<file path="config.mk">
export PLATFORM = sky130hd
export DESIGN_NAME = pulse_train_generator
export DESIGN_NICKNAME = d
export VERILOG_FILES = /design/src/rtl/pulse_train_generator_pkg.sv /design/src/rtl/pulse_train_generator_tick_prescaler.sv /design/src/rtl/pulse_train_generator.sv
export SDC_FILE = /design/constraint.sdc
export NUM_CORES = 1
export LEC_CHECK = 0
export CAP_MARGIN = 20
export CORE_MARGIN = 2
export CORE_UTILIZATION = 60
export DETAILED_ROUTE_END_ITERATION = 6
export DONT_BUFFER_PORTS = 1
export PLACE_DENSITY_LB_ADDON = 0.12
export RECOVER_POWER = 25
export REMOVE_ABC_BUFFERS = 1
export SLEW_MARGIN = 20
export SYNTH_ARGS = -nofsm -noshare
export SYNTH_HDL_FRONTEND = slang
export SYNTH_SLANG_ARGS = --single-unit
</file>
<file path="constraint.sdc">
create_clock -name clk -period 5.98 [get_ports clk]
set_input_delay 0.598 -clock clk [delete_from_list [all_inputs] [get_ports clk]]
set_output_delay 0.598 -clock clk [all_outputs]
set_load 0.01 [all_outputs]
</file>
<file path="src/rtl/pulse_train_generator_pkg.sv">
// Shared definitions for the pulse train generator: FSM state encoding and
// the minimum effective period rule (one tick high plus at least one tick low).
package pulse_train_generator_pkg;

  typedef enum logic {
    ST_IDLE = 1'b0,
    ST_RUN  = 1'b1
  } state_e;

  localparam int DEFAULT_PULSE_WIDTH = 1;
  localparam int DEFAULT_MIN_PERIOD  = DEFAULT_PULSE_WIDTH + 1;

  function automatic int min_eff_period(input int pulse_width);
    return pulse_width + 1;
  endfunction

endpackage

</file>
<file path="src/rtl/pulse_train_generator_tick_prescaler.sv">
// Reloadable down-counter producing a one-clock tick every PRESCALER clocks.
// While hold is high the counter sits at PRESCALER-1 and no tick is produced.
module pulse_train_generator_tick_prescaler #(
  parameter int PRESCALER = 30
) (
  input  logic clk,
  input  logic reset,
  input  logic hold,
  output logic tick
);

  localparam int CNT_W = (PRESCALER > 1) ? $clog2(PRESCALER) : 1;
  localparam logic [CNT_W-1:0] RELOAD = CNT_W'(PRESCALER - 1);

  logic [CNT_W-1:0] count;

  assign tick = !hold && (count == '0);

  // NOTE: sequential state uses non-blocking assignments so every register
  // samples pre-edge values, independent of always_ff ordering.
  always_ff @(posedge clk or posedge reset) begin
    if (reset) begin
      count <= RELOAD;
    end else if (hold || tick) begin
      count <= RELOAD;
    end else begin
      count <= count - 1'b1;
    end
  end

endmodule

</file>
<file path="src/rtl/pulse_train_generator.sv">
// Periodic pulse train: period in prescaled ticks, glitch-free period updates at
// period boundaries. Optional pulse counter output when PULSE_TRAIN_COUNT_EN is defined.
module pulse_train_generator
  import pulse_train_generator_pkg::*;
#(
  parameter int PERIOD_NOB  = 11,
  parameter int PRESCALER   = 30,
  parameter int PULSE_WIDTH = 1
) (
  input  logic                  clk,
  input  logic                  reset,
  input  logic                  en,
  input  logic                  load,
  input  logic [PERIOD_NOB-1:0] period,
  output logic                  out,
  output logic                  running
`ifdef PULSE_TRAIN_COUNT_EN
  ,
  output logic [15:0]           pulse_count
`endif
);

  localparam logic [PERIOD_NOB-1:0] MIN_PERIOD = PERIOD_NOB'(min_eff_period(PULSE_WIDTH));
  localparam logic [PERIOD_NOB-1:0] PW         = PERIOD_NOB'(PULSE_WIDTH);

  state_e                state;
  logic [PERIOD_NOB-1:0] shadow;
  logic [PERIOD_NOB-1:0] active;
  logic [PERIOD_NOB-1:0] phase;
  logic [PERIOD_NOB-1:0] phase_inc;
  logic [PERIOD_NOB-1:0] eff_period;
  logic [PERIOD_NOB-1:0] next_active;
  logic                  tick;
  logic                  hold;
  logic                  boundary;

  // Clamp only on compare; the stored period stays as programmed.
  assign eff_period  = (active < MIN_PERIOD) ? MIN_PERIOD : active;
  assign phase_inc   = phase + 1'b1;
  assign boundary    = tick && (phase == eff_period - 1'b1);
  assign next_active = load ? period : shadow;
  assign hold        = (state == ST_IDLE) || !en;

  pulse_train_generator_tick_prescaler #(
    .PRESCALER(PRESCALER)
  ) u_prescaler (
    .clk  (clk),
    .reset(reset),
    .hold (hold),
    .tick (tick)
  );

  always_ff @(posedge clk or posedge reset) begin
    if (reset) begin
      state   <= ST_IDLE;
      shadow  <= '0;
      active  <= '0;
      phase   <= '0;
      out     <= 1'b0;
      running <= 1'b0;
`ifdef PULSE_TRAIN_COUNT_EN
      pulse_count <= '0;
`endif
    end else begin
      if (load) shadow <= period;
      case (state)
        ST_IDLE: begin
          phase   <= '0;
          out     <= 1'b0;
          running <= 1'b0;
          if (load) active <= period;
          if (en && (active != '0)) begin
            state   <= ST_RUN;
            out     <= 1'b1;
            running <= 1'b1;
`ifdef PULSE_TRAIN_COUNT_EN
            pulse_count <= pulse_count + 1'b1;
`endif
          end
        end
        ST_RUN: begin
          if (!en) begin
            state   <= ST_IDLE;
            phase   <= '0;
            out     <= 1'b0;
            running <= 1'b0;
          end else if (boundary) begin
            // A load landing on the boundary bypasses the shadow register.
            active <= next_active;
            phase  <= '0;
            if (next_active == '0) begin
              state   <= ST_IDLE;
              out     <= 1'b0;
              running <= 1'b0;
            end else begin
              out <= 1'b1;
`ifdef PULSE_TRAIN_COUNT_EN
              pulse_count <= pulse_count + 1'b1;
`endif
            end
          end else if (tick) begin
            phase <= phase_inc;
            out   <= (phase_inc < PW);
          end
        end
      endcase
    end
  end

endmodule

</file>
==> results.md <==
* Status: finished, violations left
* Failing checks: max-capacitance violations, max-slew violations
* Critical Path RT at 6150 ps
* Crit-path max FO at 20
* Gr usage total at 0.2502
* Routed vias/inst at 6.506
* DR vias at 2251
* Die ar. at 5053 sq um
* Vias in the first global route at 2152
* Nets@finish at 311
* Seq/Total Area, Yosys at 0.3818
* Post-Route Setup TNS at 0 ps
* IO buf count at 0
* Max VDD drop at 0.1816 mV
* Worst slew pin tran at 2136 ps
* Post-Route Skew at 4.843 ps
* Placed Instance Area at 2673 sq um
* Final hold violation count at 0
* Largest net degree at the start of global routing at 42
* Post-CTS sizing at 0
* CORE AREA at 4354 sq um
* Async S/R FF share, synth at 1.000
* Yosys top cell by area: dfrtp_1
* R2r setup slk at 1100 ps
* Arr. time, crit path at 5050 ps
* CP Capture Type: register
* R2R Path Start: active[6]
* Initial Utilization at 0.6201
* Clock sinks at 41
* Max-cap violations at 1
* Worst Min Path Start: period[2]
* CTS Root Cell: clkbuf_8
* Yosys warning total at 0
* Placed cells at 338
* Pleak at 1.086 nW
* Fin crit period at 4883 ps
* TritonCTS buffer count at 5
* Crit path cell chain: or4_1 -> nor4_1 -> nor2_1 -> ha_1 -> o21ba_2 -> a221oi_1 -> a41oi_1 -> or4b_1 -> a2111o_1 -> buf_4 -> a2111oi_2 -> o21ai_0
* # DRC at 0
* Final instance area at 2785 sq um
* Routed WL per cell at 16.64 um
* Hold Path End: active[2]
* Reg2reg end: running
* DRT Wirelength at 5756 um
* Most common cell in the netlist: dfrtp_1
* Gate Count Post-Synth at 309
* Row Count at 24
* Main synth FF type: dfrtp_1
* CTS tree: done
* Critical Path Source Type: register
* Ports at 17
* Max Slew Vio Count at 42
* Setup ws final at 1097 ps
* Final cell count without fillers at 346
* Antenna Nets Post-Route at 0
* Synth Register Bits at 41
* First drt pass iteration count at 4
* GR Overflow Total at 0
* Initial antenna violation count at 0
* Final period utilization at 0.8166
* EDFF count, synth at 0
* Critical path class: reg2reg
* Total setup buffers inserted after CTS at 0
* Cts hold-fix bufs at 0
* Area Overhead vs Synth at 3.151%
* Largest stage delay, worst path at 640 ps
* RSZ-0062 raised after global routing: false
* Clk Latency, worst-skew pair at 300 ps
* Maximum clock rate at 0.2048 GHz
* Synth top area share at 0.3429
* Area contributors post-synth: dfrtp_1 (34%), nand2_1 (5.0%), mux2_2 (5.0%)
* Iter 0 DRT Violations at 145
* Slowest cell on the critical path: nor4_1
* Post-Syn Area at 2700 sq um
* Ant. Diodes at 0
* DPL Wire Length at 4005 um
* Clk buf depth at 2
* Worst slew margin at -0.4239
* Pre-CTS WS at 1126 ps
* Crit path launch: active[6]
* Mean Syn Cell Area at 8.738 sq um
* Die X at 71.09 um
* Fillers at 356
* Die Y at 71.09 um
* Final GP Congestion at 0.9210
* Overall Power at 626.7 uW
* Cell variety after synth at 51
* PD cells at 225.0 nW/um^2
* Share of layout cells above drive strength 1 at 0.1156
* Synth cell count leaders: dfrtp_1 (37), nand2_1 (36), nor2_1 (27), o21ai_0 (22), clkbuf_1 (19)
* Finish-stage setup viols at 0
* Hold depth at 1
* FF-to-FF path depth at 12
* First-pass GRT wire length at 10060 um
* Clock-pin slew on the worst setup and hold paths at 80 ps
* Worst min-delay path class: in2reg
* Htree depth at 2
through the flow:
stage	utilization	hold slack, ps
after floorplan	-	428.4
after global placement	0.6138	439.5
after detailed placement	0.6138	445.4
after CTS	0.6405	329.5
after global routing	0.6397	433.8
final	0.6397	433.2
cell type report:
cell class                 count  area (sq um)  area share
multi-input combinational    237          1535      0.5512
sequential                    41          1031      0.3702
clock buffer                   7         86.33     0.03100
tap                           52         65.06     0.02336
clock inverter                 1         30.03     0.01078
timing repair buffer           3         18.77    0.006739
inverter                       5         18.77    0.006739
layer usage:
layer  global-route usage  vias up  share of wire
met2               0.3967       73           0.48
met1               0.3272     1058           0.44
met4               0.1132        0          0.028
met5                    0        -              0
li1                     -     1101              -
met3              0.05840       19          0.056
sequential cells by signal, summed over array words and instances (netlist names):
register / flops
running: 1
u_prescaler.count: 5
active: 11
state: 1
out: 1
phase: 11
shadow: 11
cell families after synthesis:
group | share of synthesized area
compound gates | 0.1566
flops | 0.3818
xor+xnor | 0.03244
mux | 0.06117
fa+ha+maj | 0.01390
buf+inv | 0.05190
simple gates | 0.3021
report_power, final:
group,switching (mW),leakage (nW),internal (mW),total (mW)
logic,0.0347,0.533,0.0352,0.0699
clock network,0.0971,0.0585,0.136,0.233
registers,0.0271,0.495,0.297,0.324
total,0.159,1.09,0.468,0.627
how the worst max path moves through the flow:
stage	end	slack (ps)	cells past startpoint
after floorplan	active[9]	1610	11
after global placement	running	1250	12
after detailed placement	running	1130	12
after CTS	running	1090	12
after global routing	running	690	12
final	running	1100	12
worst max-delay path: cells and delay by family (launching register included):
| family | cells | cell delay, ps |
|---|---|---|
| and+or+nand+nor | 4 | 1840 |
| buffers and inverters | 1 | 300 |
| AOI/OAI and AO/OA | 6 | 1840 |
| DFF | 1 | 460 |
| adders and majority gates | 1 | 300 |
cells in the final DEF, fill, tap and decap left out, types with 2 or more instances in the layout:
| master | synthesis | final |
|---|---|---|
| dfrtp_1 | 37 | 37 |
| or2_2 | 3 | 3 |
| nor4b_1 | 3 | 2 |
| nor3_1 | 9 | 9 |
| inv_1 | 5 | 5 |
| xor2_1 | 3 | 3 |
| dfstp_2 | 4 | 4 |
| mux2i_1 | 3 | 3 |
| a21oi_1 | 10 | 10 |
| nor2b_1 | 3 | 3 |
| mux2_2 | 12 | 12 |
| and2_1 | 2 | 2 |
| xnor2_1 | 7 | 7 |
| nand3_1 | 15 | 15 |
| or4b_1 | 10 | 10 |
| or4_1 | 5 | 5 |
| nand2b_1 | 4 | 4 |
| nand4_1 | 2 | 2 |
| o21ai_0 | 22 | 22 |
| o31ai_1 | 2 | 2 |
| clkbuf_8 | 0 | 6 |
| ha_1 | 3 | 3 |
| nor2_1 | 27 | 27 |
| o21a_1 | 2 | 2 |
| nand2_1 | 36 | 36 |
| o211a_1 | 9 | 9 |
| and3_1 | 8 | 8 |
| buf_4 | 1 | 2 |
| nand3b_1 | 2 | 2 |
| a41oi_1 | 2 | 2 |
| nor3b_1 | 4 | 4 |
| clkbuf_1 | 19 | 2 |
| nor4_1 | 13 | 13 |
(Power assumes the default switching activity.)
